===== config.mk =====
export PLATFORM = sky130hd
export DESIGN_NAME = uart_ctrl_fifo_monitor
export DESIGN_NICKNAME = d
export VERILOG_FILES = /design/src/rtl/uart_ctrl_mon_pkg.sv /design/src/rtl/uart_ctrl_fifo_mon_chan.sv /design/src/rtl/uart_ctrl_fifo_monitor.sv
export SDC_FILE = /design/constraint.sdc
export NUM_CORES = 1
export LEC_CHECK = 0
export ABC_CLOCK_PERIOD_IN_PS = 7100
export CAP_MARGIN = 15
export CORE_MARGIN = 3
export CORE_UTILIZATION = 50
export DETAILED_ROUTE_END_ITERATION = 8
export PLACE_DENSITY = 0.76
export SLEW_MARGIN = 10
export SYNTH_ARGS = -nofsm -noshare
export SYNTH_HDL_FRONTEND = slang
export SYNTH_SLANG_ARGS = --single-unit

===== constraint.sdc =====
create_clock -name clock -period 7.1 [get_ports clock]
set_input_delay 0.71 -clock clock [delete_from_list [all_inputs] [get_ports clock]]
set_output_delay 0.71 -clock clock [all_outputs]
set_load 0.005 [all_outputs]

===== src/rtl/uart_ctrl_mon_pkg.sv =====
// Shared types and helpers for the UART controller FIFO occupancy monitor.
// Histogram support is compiled in with UART_CTRL_FIFO_MON_HIST_EN.
package uart_ctrl_mon_pkg;

    typedef enum logic [0:0] {
        THR_LOW  = 1'b0,
        THR_HIGH = 1'b1
    } thr_state_e;

    localparam int HIST_BINS  = 4;
    localparam int HIST_CNT_W = 16;

    // bin0: empty, bin1: below half, bin2: half up to not full, bin3: full
    function automatic logic [1:0] hist_bin(input int unsigned occ, input int unsigned depth);
        if (occ == 0)
            return 2'd0;
        else if (occ >= depth)
            return 2'd3;
        else if (occ < depth / 2)
            return 2'd1;
        else
            return 2'd2;
    endfunction

endpackage


===== src/rtl/uart_ctrl_fifo_mon_chan.sv =====
// One monitored FIFO channel: occupancy, flags, high-water mark, threshold FSM and,
// with UART_CTRL_FIFO_MON_HIST_EN defined, an occupancy histogram.
module uart_ctrl_fifo_mon_chan
    import uart_ctrl_mon_pkg::*;
#(
    parameter  int DEPTH  = 16,
    parameter  int HI_THR = 12,
    parameter  int LO_THR = 4,
    localparam int CNT_W  = $clog2(DEPTH + 1)
) (
    input  logic             clock,
    input  logic             reset_n,
    input  logic             push_i,
    input  logic             pop_i,
    input  logic             clear_i,
    output logic [CNT_W-1:0] occ_o,
    output logic [CNT_W-1:0] hwm_o,
    output logic             full_o,
    output logic             empty_o,
    output logic             ovf_o,
    output logic             udf_o,
    output logic             thr_hi_evt_o,
`ifdef UART_CTRL_FIFO_MON_HIST_EN
    output logic [HIST_BINS*HIST_CNT_W-1:0] hist_o,
`endif
    output logic             thr_lo_evt_o
);

    localparam logic [CNT_W-1:0] DEPTH_C = CNT_W'(DEPTH);
    localparam logic [CNT_W-1:0] HI_C    = CNT_W'(HI_THR);
    localparam logic [CNT_W-1:0] LO_C    = CNT_W'(LO_THR);
    localparam logic [CNT_W-1:0] ONE_C   = CNT_W'(1);

    logic [CNT_W-1:0] occ_q, occ_d;
    logic [CNT_W-1:0] hwm_q, hwm_d;
    logic             full_q, full_d;
    logic             empty_q, empty_d;
    logic             ovf_q, ovf_d;
    logic             udf_q, udf_d;
    logic             hi_evt_q, hi_evt_d;
    logic             lo_evt_q, lo_evt_d;
    thr_state_e       state_q, state_d;
    logic             ovf_set, udf_set;

    always_comb begin
        occ_d   = occ_q;
        ovf_set = 1'b0;
        udf_set = 1'b0;
        unique case ({push_i, pop_i})
            2'b10: begin
                if (occ_q == DEPTH_C) ovf_set = 1'b1;
                else                  occ_d   = occ_q + ONE_C;
            end
            2'b01: begin
                if (occ_q == '0) udf_set = 1'b1;
                else             occ_d   = occ_q - ONE_C;
            end
            // On an empty FIFO the pop is rejected but the push still lands;
            // when full, the pop frees the slot the push then takes.
            2'b11: begin
                if (occ_q == '0) begin
                    occ_d   = ONE_C;
                    udf_set = 1'b1;
                end
            end
            default: ;
        endcase

        if (clear_i)
            hwm_d = occ_d;
        else if (occ_d > hwm_q)
            hwm_d = occ_d;
        else
            hwm_d = hwm_q;

        ovf_d   = ovf_set | (ovf_q & ~clear_i);
        udf_d   = udf_set | (udf_q & ~clear_i);
        full_d  = (occ_d == DEPTH_C);
        empty_d = (occ_d == '0);

        state_d  = state_q;
        hi_evt_d = 1'b0;
        lo_evt_d = 1'b0;
        if (state_q == THR_LOW) begin
            if (occ_d >= HI_C) begin
                state_d  = THR_HIGH;
                hi_evt_d = 1'b1;
            end
        end else begin
            if (occ_d <= LO_C) begin
                state_d  = THR_LOW;
                lo_evt_d = 1'b1;
            end
        end
    end

    always_ff @(posedge clock or negedge reset_n) begin
        if (!reset_n) begin
            occ_q    <= '0;
            hwm_q    <= '0;
            full_q   <= 1'b0;
            empty_q  <= 1'b1;
            ovf_q    <= 1'b0;
            udf_q    <= 1'b0;
            hi_evt_q <= 1'b0;
            lo_evt_q <= 1'b0;
            state_q  <= THR_LOW;
        end else begin
            occ_q    <= occ_d;
            hwm_q    <= hwm_d;
            full_q   <= full_d;
            empty_q  <= empty_d;
            ovf_q    <= ovf_d;
            udf_q    <= udf_d;
            hi_evt_q <= hi_evt_d;
            lo_evt_q <= lo_evt_d;
            state_q  <= state_d;
        end
    end

    assign occ_o        = occ_q;
    assign hwm_o        = hwm_q;
    assign full_o       = full_q;
    assign empty_o      = empty_q;
    assign ovf_o        = ovf_q;
    assign udf_o        = udf_q;
    assign thr_hi_evt_o = hi_evt_q;
    assign thr_lo_evt_o = lo_evt_q;

`ifdef UART_CTRL_FIFO_MON_HIST_EN
    // Bins sample the registered occupancy, i.e. what software currently sees.
    logic [HIST_CNT_W-1:0] hist_q [HIST_BINS];
    logic [HIST_CNT_W-1:0] hist_d [HIST_BINS];
    logic [1:0]            bin_sel;

    always_comb begin
        bin_sel = hist_bin(32'(occ_q), DEPTH);
        for (int b = 0; b < HIST_BINS; b++) hist_d[b] = hist_q[b];
        if (clear_i) begin
            for (int b = 0; b < HIST_BINS; b++) hist_d[b] = '0;
        end else if (hist_q[bin_sel] != '1) begin
            hist_d[bin_sel] = hist_q[bin_sel] + HIST_CNT_W'(1);
        end
    end

    always_ff @(posedge clock or negedge reset_n) begin
        if (!reset_n) begin
            for (int b = 0; b < HIST_BINS; b++) hist_q[b] <= '0;
        end else begin
            for (int b = 0; b < HIST_BINS; b++) hist_q[b] <= hist_d[b];
        end
    end

    for (genvar b = 0; b < HIST_BINS; b++) begin : g_hist_pack
        assign hist_o[b*HIST_CNT_W +: HIST_CNT_W] = hist_q[b];
    end
`endif

endmodule


===== src/rtl/uart_ctrl_fifo_monitor.sv =====
// Multi-channel UART FIFO occupancy monitor (ch0 = TX, ch1 = RX by default).
// Define UART_CTRL_FIFO_MON_HIST_EN to add the per-channel histogram output hist_o.
module uart_ctrl_fifo_monitor
    import uart_ctrl_mon_pkg::*;
#(
    parameter  int NUM_CH = 2,
    parameter  int DEPTH  = 16,
    parameter  int HI_THR = 12,
    parameter  int LO_THR = 4,
    localparam int CNT_W  = $clog2(DEPTH + 1)
) (
    input  logic                    clock,
    input  logic                    reset_n,
    input  logic [NUM_CH-1:0]       push_i,
    input  logic [NUM_CH-1:0]       pop_i,
    input  logic [NUM_CH-1:0]       clear_i,
    output logic [NUM_CH*CNT_W-1:0] occ_o,
    output logic [NUM_CH*CNT_W-1:0] hwm_o,
    output logic [NUM_CH-1:0]       full_o,
    output logic [NUM_CH-1:0]       empty_o,
    output logic [NUM_CH-1:0]       ovf_o,
    output logic [NUM_CH-1:0]       udf_o,
    output logic [NUM_CH-1:0]       thr_hi_evt_o,
`ifdef UART_CTRL_FIFO_MON_HIST_EN
    output logic [NUM_CH*HIST_BINS*HIST_CNT_W-1:0] hist_o,
`endif
    output logic [NUM_CH-1:0]       thr_lo_evt_o
);

    if (NUM_CH < 1 || NUM_CH > 8) begin : g_bad_num_ch
        $error("uart_ctrl_fifo_monitor: NUM_CH must be 1..8");
    end
    if (LO_THR >= HI_THR) begin : g_bad_thr_order
        $error("uart_ctrl_fifo_monitor: LO_THR must be below HI_THR");
    end
    if (HI_THR > DEPTH) begin : g_bad_hi_thr
        $error("uart_ctrl_fifo_monitor: HI_THR must not exceed DEPTH");
    end
    if (DEPTH < 2) begin : g_bad_depth
        $error("uart_ctrl_fifo_monitor: DEPTH must be at least 2");
    end

    for (genvar c = 0; c < NUM_CH; c++) begin : g_chan
        uart_ctrl_fifo_mon_chan #(
            .DEPTH  (DEPTH),
            .HI_THR (HI_THR),
            .LO_THR (LO_THR)
        ) u_chan (
            .clock        (clock),
            .reset_n      (reset_n),
            .push_i       (push_i[c]),
            .pop_i        (pop_i[c]),
            .clear_i      (clear_i[c]),
            .occ_o        (occ_o[c*CNT_W +: CNT_W]),
            .hwm_o        (hwm_o[c*CNT_W +: CNT_W]),
            .full_o       (full_o[c]),
            .empty_o      (empty_o[c]),
            .ovf_o        (ovf_o[c]),
            .udf_o        (udf_o[c]),
            .thr_hi_evt_o (thr_hi_evt_o[c]),
`ifdef UART_CTRL_FIFO_MON_HIST_EN
            .hist_o       (hist_o[c*HIST_BINS*HIST_CNT_W +: HIST_BINS*HIST_CNT_W]),
`endif
            .thr_lo_evt_o (thr_lo_evt_o[c])
        );
    end

endmodule


# Word-level counts from Yosys, hierarchy flattened
# Index checks and enable logic that the tools add are counted.
[totals]
ff_bits = 34
in_bits = 8
out_inout_bits = 32
elab_cells = 88
[classes]
add_sub_neg = 4
order_cmp = 6
n_eq_ne = 10
mux = 32
n_bitwise = 10
n_reduce_logical = 8
[op_table]
columns = ["operator", "count"]
rows = [
  ["2-to-1 mux 5 bit", 10],
  ["one-hot mux 5 bit (3 select lines)", 2],
  ["equality test 5 bit, second input constant", 4],
  ["zero test 5 bit", 4],
  ["2-to-1 mux 1 bit", 20],
  ["adder 5 x 1 -> 5 bit, second input constant", 2],
  ["greater-or-equal comparator 5 x 4 -> 1 bit, second input constant", 2],
  ["> comparator 5 bit", 2],
  ["<= comparator 5 x 3 -> 1 bit, second input constant", 2],
  ["subtractor 5 x 1 -> 5 bit, second input constant", 2],
  ["equality test 2 bit, second input constant", 4],
  ["bitwise AND 1 bit", 4],
  ["equality test 2 x 1 -> 1 bit, second input constant", 2],
  ["OR 1 bit", 4],
  ["nonzero test 2 bit", 2],
  ["OR reduction 2 bit", 2],
  ["inverter 1 bit", 2],
]

# Depth between registers and ports, before layout
# Gate-level depths: netlist of run 1.
[depth]
word_depth = 6
depth_mapped = 15
ltp_nobuf = 15

# Hierarchy
# From an unflattened synthesis of run 1, not the netlist that was laid out.
[hier_totals]
cells_unflattened = 226
hier_area_um2 = 2192.1
[modules_own_cells]
columns = ["module", "n_inst", "cells_per_inst", "area_each_um2", "seq_area_each_um2"]
rows = [
  ["uart_ctrl_fifo_mon_chan", 2, 113, 1096.1, 426.7],
]

# Worst setup path before layout of run 1
# OpenSTA, ideal clock, no wires.
[synth_path]
kind = "register to register"
startpoint = "reg g_chan[1].u_chan.occ_q[0]"
endpoint = "reg g_chan[1].u_chan.hwm_q[0]"
setup_time_ns = 0.125
t_arrival_ns = 3.475
required_time_ns = 6.975
path_slack_ns = 3.500
path_stages_with_launch = 15
path_buffers = 1
synth_period_minus_slack_ns = 3.600
cell_sequence = "dfrtp_1 inv_1 ha_1 or4b_4 buf_6 and3_4 nor2b_1 a211oi_1 a21oi_1 ha_1 nand3_1 nor4_1 a21bo_4 a22oi_4 mux2_4"
[synth_via]
elab_chain_cells = 5
word_cells_on_any_way = 12
cone_classes = "2 x add/sub; 1 x order compare; 1 x eq/ne; 6 x mux; 2 x reduce/logical"
[synth_rtl]
columns = ["item", "line", "rtl"]
rows = [
  ["start: declaration", "uart_ctrl_fifo_mon_chan.sv:34", "logic [CNT_W-1:0] occ_q, occ_d;"],
  ["start signal: assignment", "uart_ctrl_fifo_mon_chan.sv:99", "occ_q <= '0;"],
  ["start signal: assignment", "uart_ctrl_fifo_mon_chan.sv:109", "occ_q <= occ_d;"],
  ["subtractor 5 x 1 -> 5 bit (tied with other cells)", "uart_ctrl_fifo_mon_chan.sv:56", "else occ_d = occ_q - ONE_C;"],
  ["2-to-1 mux 5 bit (on tied branches)", "uart_ctrl_fifo_mon_chan.sv:55, uart_ctrl_fifo_mon_chan.sv:51, uart_ctrl_fifo_mon_chan.sv:61", ""],
  ["one-hot mux 5 bit (3 select lines) *", "uart_ctrl_fifo_mon_chan.sv:49", "unique case ({push_i, pop_i})"],
  ["> comparator 5 bit / 2-to-1 mux 5 bit (equally long branches)", "uart_ctrl_fifo_mon_chan.sv:71", "else if (occ_d > hwm_q)"],
  ["nonzero test 2 bit (no line) / 2-to-1 mux 5 bit (equally long branches)", "n/a", ""],
  ["end signal: assignment", "uart_ctrl_fifo_mon_chan.sv:110", "hwm_q <= hwm_d;"],
  ["end: declaration", "uart_ctrl_fifo_mon_chan.sv:35", "logic [CNT_W-1:0] hwm_q, hwm_d;"],
]
# Every way passes the cells marked *; elsewhere a longest branch is shown, timed or not. The select of a mux whose other input is x is not followed.
# A chain may end at the register's enable or synchronous reset.

# Final worst setup path of run 1
# Ends and elaborated chain as after synthesis.

==> flow_summary.toml, run 1 <==
[status]
status = "complete, no violations"

[placement]
port-buffer-count = 39
dpl_cell_area_um2 = 2630
pre_cts_ws_ns = 3.03
dpl.hpwl_mm = 3.42
gp_congestion = 0.866

[hold_path]
hold_depth = 1
hold_path_end = "g_chan[0].u_chan.thr_hi_evt_o$_DFF_PN0_"
hold_class = "flop to flop"
hold_start = "g_chan[0].u_chan.state_q$_DFF_PN0_"

[worst_setup_path]
crit_required_ns = 7.27
r2r_setup_slack_ns = 3.17
cpMostUsedCell = "ha_1"
cp_slowest_cell = "or4b_4"
cp-startpoint = "g_chan[1].u_chan.occ_o[0]$_DFF_PN0_"
path_class = "flop to flop"
crit_buf_inv = 1
cpPeakStageDelay_ns = 0.54
r2r-start = "g_chan[1].u_chan.occ_o[0]$_DFF_PN0_"
path_delay_family = "simple AND/OR/NAND/NOR gates"
path_max_fanout = 7
startpoint_type = "flop"
rr_worst_depth = 13
worstReg2RegEnd = "g_chan[1].u_chan.hwm_o[0]$_DFFE_PN0P_"
worstPathCellList = "inv_1 > ha_1 > or4b_4 > and3_4 > nor2b_1 > a211oi_1 > a21oi_1 > ha_1 > nand3_1 > nor4_1 > a21bo_4 > a22oi_4 > mux2_4"
worstSetupEndpointType = "flop"
worstPathArrival_ns = 4.10

[final_layout]
finalInstanceArea_um2 = 2720
diodes = 0
n_fill_cell = 385
area_delta_synth_final_pct = 17.6
final_core_util = 0.616
drive_above_1_share = 0.109
fin_nets = 288

[sta]
slew_headroom = 0.530
fin_tns_setup_ns = 0
period_needed_ns = 3.93
worst_pin_slew_ns = 0.703
finalClockSkew_ns = 0.00443
setup-violations-final = 0
drv_slew = 0
rsz0062_at_grt = "no"
hold_viol = 0
fin_ws_ns = 3.17
finalCritPeriodShare = 0.554
fmax_mhz = 254

[synthesis]
synth_top_area_share = 0.346
synthTopCellsByCount = "dfrtp_1, inv_1, ha_1, a21oi_1"
synthCells = 238
synth-warning-count = 0
async_flop_share = 1.00
synth_ff_type = "dfrtp_1"
synth-seq-cells = 34
synth_area_leader_cell = "dfrtp_1"
synth.distinct_cells = 56
yosysMostFrequentCell = "dfrtp_1"
syn_nets = 262
syn_area_per_cell_um2 = 9.72
synth-edff-count = 0
seq_area_frac_synth = 0.369
yosys-top-cells-area = "dfrtp_1, ha_1, inv_1, buf_4, a21oi_1"
syn_area_um2 = 2310

[route]
wl_per_cell_um = 14.8
vias = 1822
drc_errors = 0
firstDrtPassIters = 4
drtIter0Drc = 131
ant_nets = 0
routed_wl_mm = 4.69
routed_via_density = 5.75

[power]
p_leak_nw = 1.20
peakVddDrop_mv = 0.246
power.total_mw = 1.24
power_density_nw_per_um2 = 454

[global_routing]
antenna_found_initial = 0
grt_max_degree = 35
grt_pass1_wl_mm = 7.84
grtUsageTotal = 0.185
grt_overflow = 0
grt_pass1_vias = 1638

[clocking]
ctsResizeCount = 0
htree_levels = 2
clk_latency_ns = 0.28
post_cts_buffers = 0
cts_buffers = 5
cts.sinks = 34
cts_tree = "done"
cts_buffer_depth = 2
cts.hold.buffers_added = 0
cts-root-buf = "clkbuf_8"
path_clk_slew_ns = 0.06

[floorplanning]
design.core.area_um2 = 4410
die_w_um = 74.0
dieArea_um2 = 5480
start_util = 0.524
rows = 24
die_h_um = 74.0
num_io_pins = 40

[job]
maxCapViolations = 0
-- how the worst max path moves through the flow --
stage,slack (ns),depth (start not counted),to
after floorplan,3.50,14,g_chan[1].u_chan.hwm_o[0]$_DFFE_PN0P_
after global placement,3.17,12,g_chan[1].u_chan.hwm_o[0]$_DFFE_PN0P_
after detailed placement,3.03,12,g_chan[1].u_chan.hwm_o[0]$_DFFE_PN0P_
after CTS,3.14,13,g_chan[1].u_chan.hwm_o[1]$_DFFE_PN0P_
after global routing,2.93,15,g_chan[0].u_chan.hwm_o[0]$_DFFE_PN0P_
final,3.17,13,g_chan[1].u_chan.hwm_o[0]$_DFFE_PN0P_
-- stage by stage --
stage	hold slack, ns	instances
2_1_floorplan	0.414	238
3_3_place_gp	0.426	309
3_5_place_dp	0.440	309
4_1_cts	0.450	317
5_1_grt	0.466	317
6_report	0.446	317
-- cell families (layout without fill, tap and decap cells) --
group / Yosys count / in the layout / synth area share
AOI/OAI and AO/OA: 50 / 50 / 0.172
xor gates and xnor gates: 6 / 6 / 0.0227
adders and majority gates: 17 / 17 / 0.0909
buffers and inverters: 48 / 75 / 0.108
DFF: 34 / 34 / 0.369
muxes: 10 / 10 / 0.0514
and+or+nand+nor: 73 / 73 / 0.187
-- registers in the layout, summed over array words and instances (netlist names) --
| register | flops |
|---|---|
| g_chan.u_chan.hwm_o | 10 |
| g_chan.u_chan.occ_o | 10 |
| g_chan.u_chan.empty_o | 2 |
| g_chan.u_chan.full_o | 2 |
| g_chan.u_chan.ovf_o | 2 |
| g_chan.u_chan.state_q | 2 |
| g_chan.u_chan.thr_hi_evt_o | 2 |
| g_chan.u_chan.thr_lo_evt_o | 2 |
| g_chan.u_chan.udf_o | 2 |
-- per-layer routing --
layer / share of wire / wire length [µm] / vias up / global-route usage
met5: 0 / 0 / - / 0
met4: 0.017 / 82 / 0 / 0.0664
met3: 0.046 / 215 / 12 / 0.0351
met2: 0.50 / 2340 / 55 / 0.311
met1: 0.44 / 2050 / 866 / 0.239
li1: - / - / 889 / -
-- layout make-up --
type | count | area (µm²) | area share
Multi-Input combinational cell | 156 | 1210 | 0.445
Sequential cell | 34 | 853 | 0.314
Timing Repair Buffer | 40 | 398 | 0.146
Inverter | 27 | 101 | 0.0373
Clock buffer | 7 | 86.3 | 0.0317
Tap cell | 52 | 65.1 | 0.0239
Clock inverter | 1 | 5.00 | 0.00184
-- placed cells by master (no fill, tap or decap), types with 2 or more instances in the layout --
cell type        instances
clkdlybuf4s50_1         39
dfrtp_1                 32
inv_1                   27
ha_1                    16
a21oi_1                 15
nor2_1                  13
nand3_1                 10
nor3_1                   9
o21ai_0                  8
nand2_1                  8
clkbuf_8                 6
xnor2_1                  5
a211oi_1                 5
nand2b_1                 5
nor2b_1                  4
and3_1                   4
nor3b_1                  4
mux2i_1                  4
nor4_1                   4
o22ai_1                  3
mux2_4                   3
mux2_2                   3
a221oi_1                 2
o211ai_1                 2
dfstp_2                  2
-- worst reg2reg max path: stages (launching register included) --
cell      delay, ns
dfrtp_1        0.43
inv_1          0.16
ha_1           0.25
or4b_4         0.54
and3_4         0.24
nor2b_1        0.13
a211oi_1       0.23
a21oi_1        0.21
ha_1           0.38
nand3_1        0.10
nor4_1         0.30
a21bo_4        0.28
a22oi_4        0.26
mux2_4         0.33
-- power breakdown --
| part | total, mW | switching (mW) | internal [mW] | leakage (nW) |
|---|---|---|---|---|
| registers | 0.375 | 0.0987 | 0.276 | 0.415 |
| logic | 0.716 | 0.337 | 0.379 | 0.740 |
| clock network | 0.145 | 0.0673 | 0.0781 | 0.0482 |
Power figures use the tool's default switching activity.
==> run 2: changes to the inputs <==
- ABC_CLOCK_PERIOD_IN_PS: 7100 -> 3500
- CORE_UTILIZATION: 50 -> 48
- clock period: 7.1 -> 3.5 ns (I/O delays scaled with it)
==> run 2 against run 1 <==
Effect of this change:
- sequential power up 82%
- clock skew hardly changed
- critical path type unchanged
- register-to-register slack worse by 3.0 ns
- routed wire length rose by 7.7%
- largest cell class unchanged
==> flow_summary.toml, run 2 (synthesized netlist as in run 1, its figures left out) <==
[placement]
port-buffer-count = 39
gp_congestion = 0.894
dpl.hpwl_mm = 3.93
dp_cells = 334
pre_cts_ws_ns = 0.0113

[clocking]
path_clk_slew_ns = 0.07
htree_levels = 2
clk_latency_ns = 0.28
cts_buffer_depth = 2
cts.sinks = 34
cts_buffers = 5
cts-root-buf = "clkbuf_8"
cts_tree = "done"

[floorplanning]
start_util = 0.514
design.core.area_um2 = 4500
rows = 24
die_w_um = 75.4
dieArea_um2 = 5690
die_h_um = 75.4
num_io_pins = 40

[hold_path]
hold_class = "input pin to asynchronous set/reset pin"

[final_layout]
multi_input_area_um2 = 1260
fin_nets = 318
area_delta_synth_final_pct = 29.3
n_fill_cell = 364
diodes = 0
fin_cells = 347
layout_commonest_cell = "clkdlybuf4s50_1"
seq_area_um2 = 855
mostFrequentLayoutCells = "clkdlybuf4s50_1, dfrtp_1, buf_4, inv_1, ha_1"
drive_above_1_share = 0.234

[global_routing]
grtUsageTotal = 0.187
grt_overflow = 0
grt_pass1_vias = 1723
grt_pass1_wl_mm = 8.09
antenna_found_initial = 0
grt_max_degree = 26

[worst_setup_path]
cpPeakStageDelay_ns = 0.45
startpoint_type = "flop"
path_delay_family = "simple AND/OR/NAND/NOR gates"
worstReg2RegEnd = "g_chan[1].u_chan.hwm_o[0]$_DFFE_PN0P_"
path_max_fanout = 5
worstPathArrival_ns = 3.55
r2r_setup_slack_ns = 0.12
path_class = "flop to flop"
r2r-start = "g_chan[1].u_chan.occ_o[0]$_DFF_PN0_"
rr_worst_depth = 13
crit_required_ns = 3.67
cp_slowest_cell = "or4b_4"
worstPathCellList = "inv_2 > ha_4 > or4b_4 > and3_4 > nor2b_1 > a211oi_2 > a21oi_2 > ha_1 > nand3_2 > nor4_2 > a21bo_4 > a22oi_4 > mux2_4"
worstSetupEndpointType = "flop"
crit_buf_inv = 1

[route]
vias = 1950
firstDrtPassIters = 4
ant_nets = 0
drtIter0Drc = 108
routed_via_density = 5.62
routed_wl_mm = 5.05
drc_errors = 0
wl_per_cell_um = 14.6

[sta]
hold_slack_ns = 0.0563
fin_ws_ns = 0.122
finalCritPeriodShare = 0.965
finalClockSkew_ns = 0.00446
setup-violations-final = 0
worst_pin_slew_ns = 0.573
period_needed_ns = 3.38
slew_headroom = 0.618
drv_slew = 0
fin_tns_setup_ns = 0
fmax_mhz = 296
hold_viol = 0

[power]
peakVddDrop_mv = 0.602
p_switching_mw = 1.10
seqPwrFrac = 0.243
clockPowerShare = 0.105
p_leak_nw = 1.35
power.total_mw = 2.80
switching_share = 0.391
comb_power_share = 0.652
power_density_nw_per_um2 = 936
power.internal_mw = 1.70

[status]
status = "complete, no violations"

[job]
maxCapViolations = 0
[run 2: repair_timing]
item,CTS,global route
hold endpoints to repair,0,0
resized for setup,0,7
endpoints found under the setup margin,0,8
hold buffers,0,0
setup buffers,0,5
[run 2: worst max path at each step]
stage                                   startpoint                                     to  slack [ns]  cells after the start
2_1_floorplan  g_chan[1].u_chan.occ_o[0]$_DFF_PN0_  g_chan[1].u_chan.hwm_o[0]$_DFFE_PN0P_        0.01                     14
6_report       g_chan[1].u_chan.occ_o[0]$_DFF_PN0_  g_chan[1].u_chan.hwm_o[0]$_DFFE_PN0P_        0.12                     13
5_1_grt        g_chan[1].u_chan.occ_o[0]$_DFF_PN0_  g_chan[1].u_chan.hwm_o[0]$_DFFE_PN0P_       -0.03                     13
3_3_place_gp   g_chan[0].u_chan.occ_o[0]$_DFF_PN0_  g_chan[0].u_chan.hwm_o[1]$_DFFE_PN0P_        0.12                     15
3_5_place_dp   g_chan[1].u_chan.occ_o[0]$_DFF_PN0_  g_chan[1].u_chan.hwm_o[3]$_DFFE_PN0P_        0.01                     13
4_1_cts        g_chan[1].u_chan.occ_o[0]$_DFF_PN0_  g_chan[1].u_chan.hwm_o[0]$_DFFE_PN0P_       0.003                     13
[run 2: power groups by stage]
stage                     clock (mW)  sequential (mW)  combinational (mW)
after floorplan                    0            0.697                1.08
after global placement             0            0.680                1.70
after detailed placement           0            0.683                1.74
after CTS                      0.300            0.677                1.75
after global routing           0.315            0.701                2.01
final                          0.294            0.681                1.82
[run 2: through the flow]
| stage | instance area, µm² | utilization |
|---|---|---|
| finish | 2990 | 0.664 |
| global route | 2990 | 0.664 |
| CTS | 2920 | 0.648 |
| detailed placement | 2830 | 0.628 |
| global placement | 2830 | 0.628 |
| floorplan | 2330 | - |
[run 2: layout make-up]
cell class                      count  share of cell area
Timing Repair Buffer               70               0.207
Multi-Input combinational cell    156               0.422
Inverter                           27              0.0339
Tap cell                           52              0.0218
Sequential cell                    34               0.286
Clock buffer                        8              0.0301
[run 2: per-layer routing]
metal  GRT usage  routed length (µm)
met1       0.244                2250
met2       0.308                2420
met3      0.0369                 282
met4      0.0680                  91
met5           0                   0
==> run 3: changes to the inputs <==
- CORE_UTILIZATION: 48 -> 47
- PLACE_DENSITY: 0.76 -> 0.75
- REMOVE_ABC_BUFFERS: unset -> 1
- SLEW_MARGIN: 10 -> unset
==> run 3 against run 2 <==
Effect of this change:
- critical path depth did not move
- non-clock buffer count did not move
- register-to-register slack got worse by 0.03 ns
- clock power rose by 24%
- sequential share of layout area fell by 0.27 points
- clock-buffer cell count fell by 2
- cell area rose by 0.96%
- via count fell by 0.97%
- first-iteration DRC count fell by 14%
- fmax fell by 0.91%
- critical path type unchanged
- largest power group unchanged
==> flow_summary.toml, run 3 (synthesized netlist as in run 1, its figures left out) <==
[sta]
hold_slack_ns = 0.442
drv_slew = 0
period_needed_ns = 3.41
worst_pin_slew_ns = 0.436
fmax_mhz = 293
hold_viol = 0
finalClockSkew_ns = 0.00602
slew_headroom = 0.709
finalCritPeriodShare = 0.974
setup-violations-final = 0

[global_routing]
grt_max_degree = 35
grt_overflow = 0
grtUsageTotal = 0.183
busiest_layer = "met2"
met2_usage = 0.315
antenna_found_initial = 0
grt_pass1_vias = 1871
grt_pass1_wl_mm = 8.70
grt_use_met1 = 0.230
grt_use_met3 = 0.0390

[worst_setup_path]
cp-endpoint = "g_chan[1].u_chan.hwm_o[0]$_DFFE_PN0P_"
path_max_fanout = 4
startpoint_type = "flop"
rr_worst_depth = 13
path_class = "flop to flop"
r2r-start = "g_chan[1].u_chan.occ_o[0]$_DFF_PN0_"
worstSetupEndpointType = "flop"
crit_required_ns = 3.67
cp-startpoint = "g_chan[1].u_chan.occ_o[0]$_DFF_PN0_"
r2r_setup_slack_ns = 0.09
worstReg2RegEnd = "g_chan[1].u_chan.hwm_o[0]$_DFFE_PN0P_"
worstPathArrival_ns = 3.58

[route]
routed_wl_mm = 5.11
firstDrtPassIters = 4
routed_via_density = 5.38
wl_per_cell_um = 14.2
drtIter0Drc = 93
drc_errors = 0
vias = 1931
ant_nets = 0

[floorplanning]
die_h_um = 76.2
rows = 24
die_w_um = 76.2
num_io_pins = 40
design.core.area_um2 = 4560
dieArea_um2 = 5800
start_util = 0.507

[final_layout]
mostFrequentLayoutCells = "clkdlybuf4s50_1, dfrtp_1, buf_4, inv_1, a21oi_1"
drive_above_1_share = 0.228
fin_nets = 318
diodes = 0
layout_commonest_cell = "clkdlybuf4s50_1"
finalInstanceArea_um2 = 3020
area_delta_synth_final_pct = 30.5

[status]
status = "complete, no violations"

[power]
peakVddDrop_mv = 0.653
power_density_nw_per_um2 = 943
p_leak_nw = 1.35
power.total_mw = 2.85

[placement]
port-buffer-count = 39
dpl_cell_area_um2 = 2830
gp_congestion = 0.849
dpl.hpwl_mm = 3.85

[clocking]
cts.sinks = 34
clk_latency_ns = 0.29
cts_buffers = 5
cts-root-buf = "clkbuf_8"
cts_tree = "done"
path_clk_slew_ns = 0.07
htree_levels = 2
cts_buffer_depth = 2
cts.hold.buffers_added = 0

[hold_path]
hold_class = "flop to flop"

[job]
maxCapViolations = 0
run 3: worst min path at each step:
stage          slack (ns)                          startpoint                                      end  depth (start not counted)
2_1_floorplan        0.05                             reset_n        g_chan[0].u_chan.full_o$_DFF_PN0_                          0
3_3_place_gp         0.43  g_chan[1].u_chan.state_q$_DFF_PN0_  g_chan[1].u_chan.thr_hi_evt_o$_DFF_PN0_                          1
3_5_place_dp         0.43  g_chan[1].u_chan.state_q$_DFF_PN0_  g_chan[1].u_chan.thr_hi_evt_o$_DFF_PN0_                          1
4_1_cts              0.44  g_chan[1].u_chan.state_q$_DFF_PN0_  g_chan[1].u_chan.thr_hi_evt_o$_DFF_PN0_                          1
5_1_grt              0.46  g_chan[1].u_chan.state_q$_DFF_PN0_  g_chan[1].u_chan.thr_hi_evt_o$_DFF_PN0_                          1
6_report             0.44  g_chan[1].u_chan.state_q$_DFF_PN0_  g_chan[1].u_chan.thr_hi_evt_o$_DFF_PN0_                          1
run 3: per-stage QoR:
stage	util	TNS (ns)	setup slack, ns	cells
final	0.661	0	0.0914	359
after global routing	0.661	-0.00834	-0.00572	359
after CTS	0.649	0	0.0401	355
after detailed placement	0.621	-0.496	-0.172	347
after global placement	0.621	-0.0946	-0.0485	347
after floorplan	-	-0.103	-0.0343	217
run 3: power breakdown:
group	total [mW]	switching (mW)	leakage, nW	internal (mW)
Sequential	0.700	0.139	0.414	0.562
Combinational	1.78	0.816	0.880	0.964
Clock	0.366	0.138	0.0573	0.228
run 3: layout make-up:
type	count	area, µm²
fill	382	1550
clock buffer	6	82.6
sequential	34	855
timing repair buffer	70	623
tap	65	81.3
inverter	27	101
multi-input combinational	156	1250
clock inverter	1	30.0
run 3: routing by layer:
layer / wire length [µm] / vias up
met3: 224 / 11
met1: 2250 / 918
li1: - / 948
met5: 0 / -
met4: 88 / 0
met2: 2540 / 54
run 3: timing repair:
item | in CTS | in global routing
buffers inserted | 1 | 4
pin swaps | 0 | 6
gates resized for setup | 1 | 9
endpoints found under the setup margin | 4 | 8
run 3: critical path, stage by stage, from the launching register on:
cell and delay [ns]:
dfrtp_1 0.39, inv_2 0.09, ha_4 0.13, or4b_4 0.45, and3_4 0.20, nor2b_1 0.12, a211oi_1 0.21, a21oi_1 0.14
ha_1 0.35, nand3_2 0.09, nor4_2 0.27, a21bo_4 0.26, a22oi_4 0.26, mux2_4 0.32
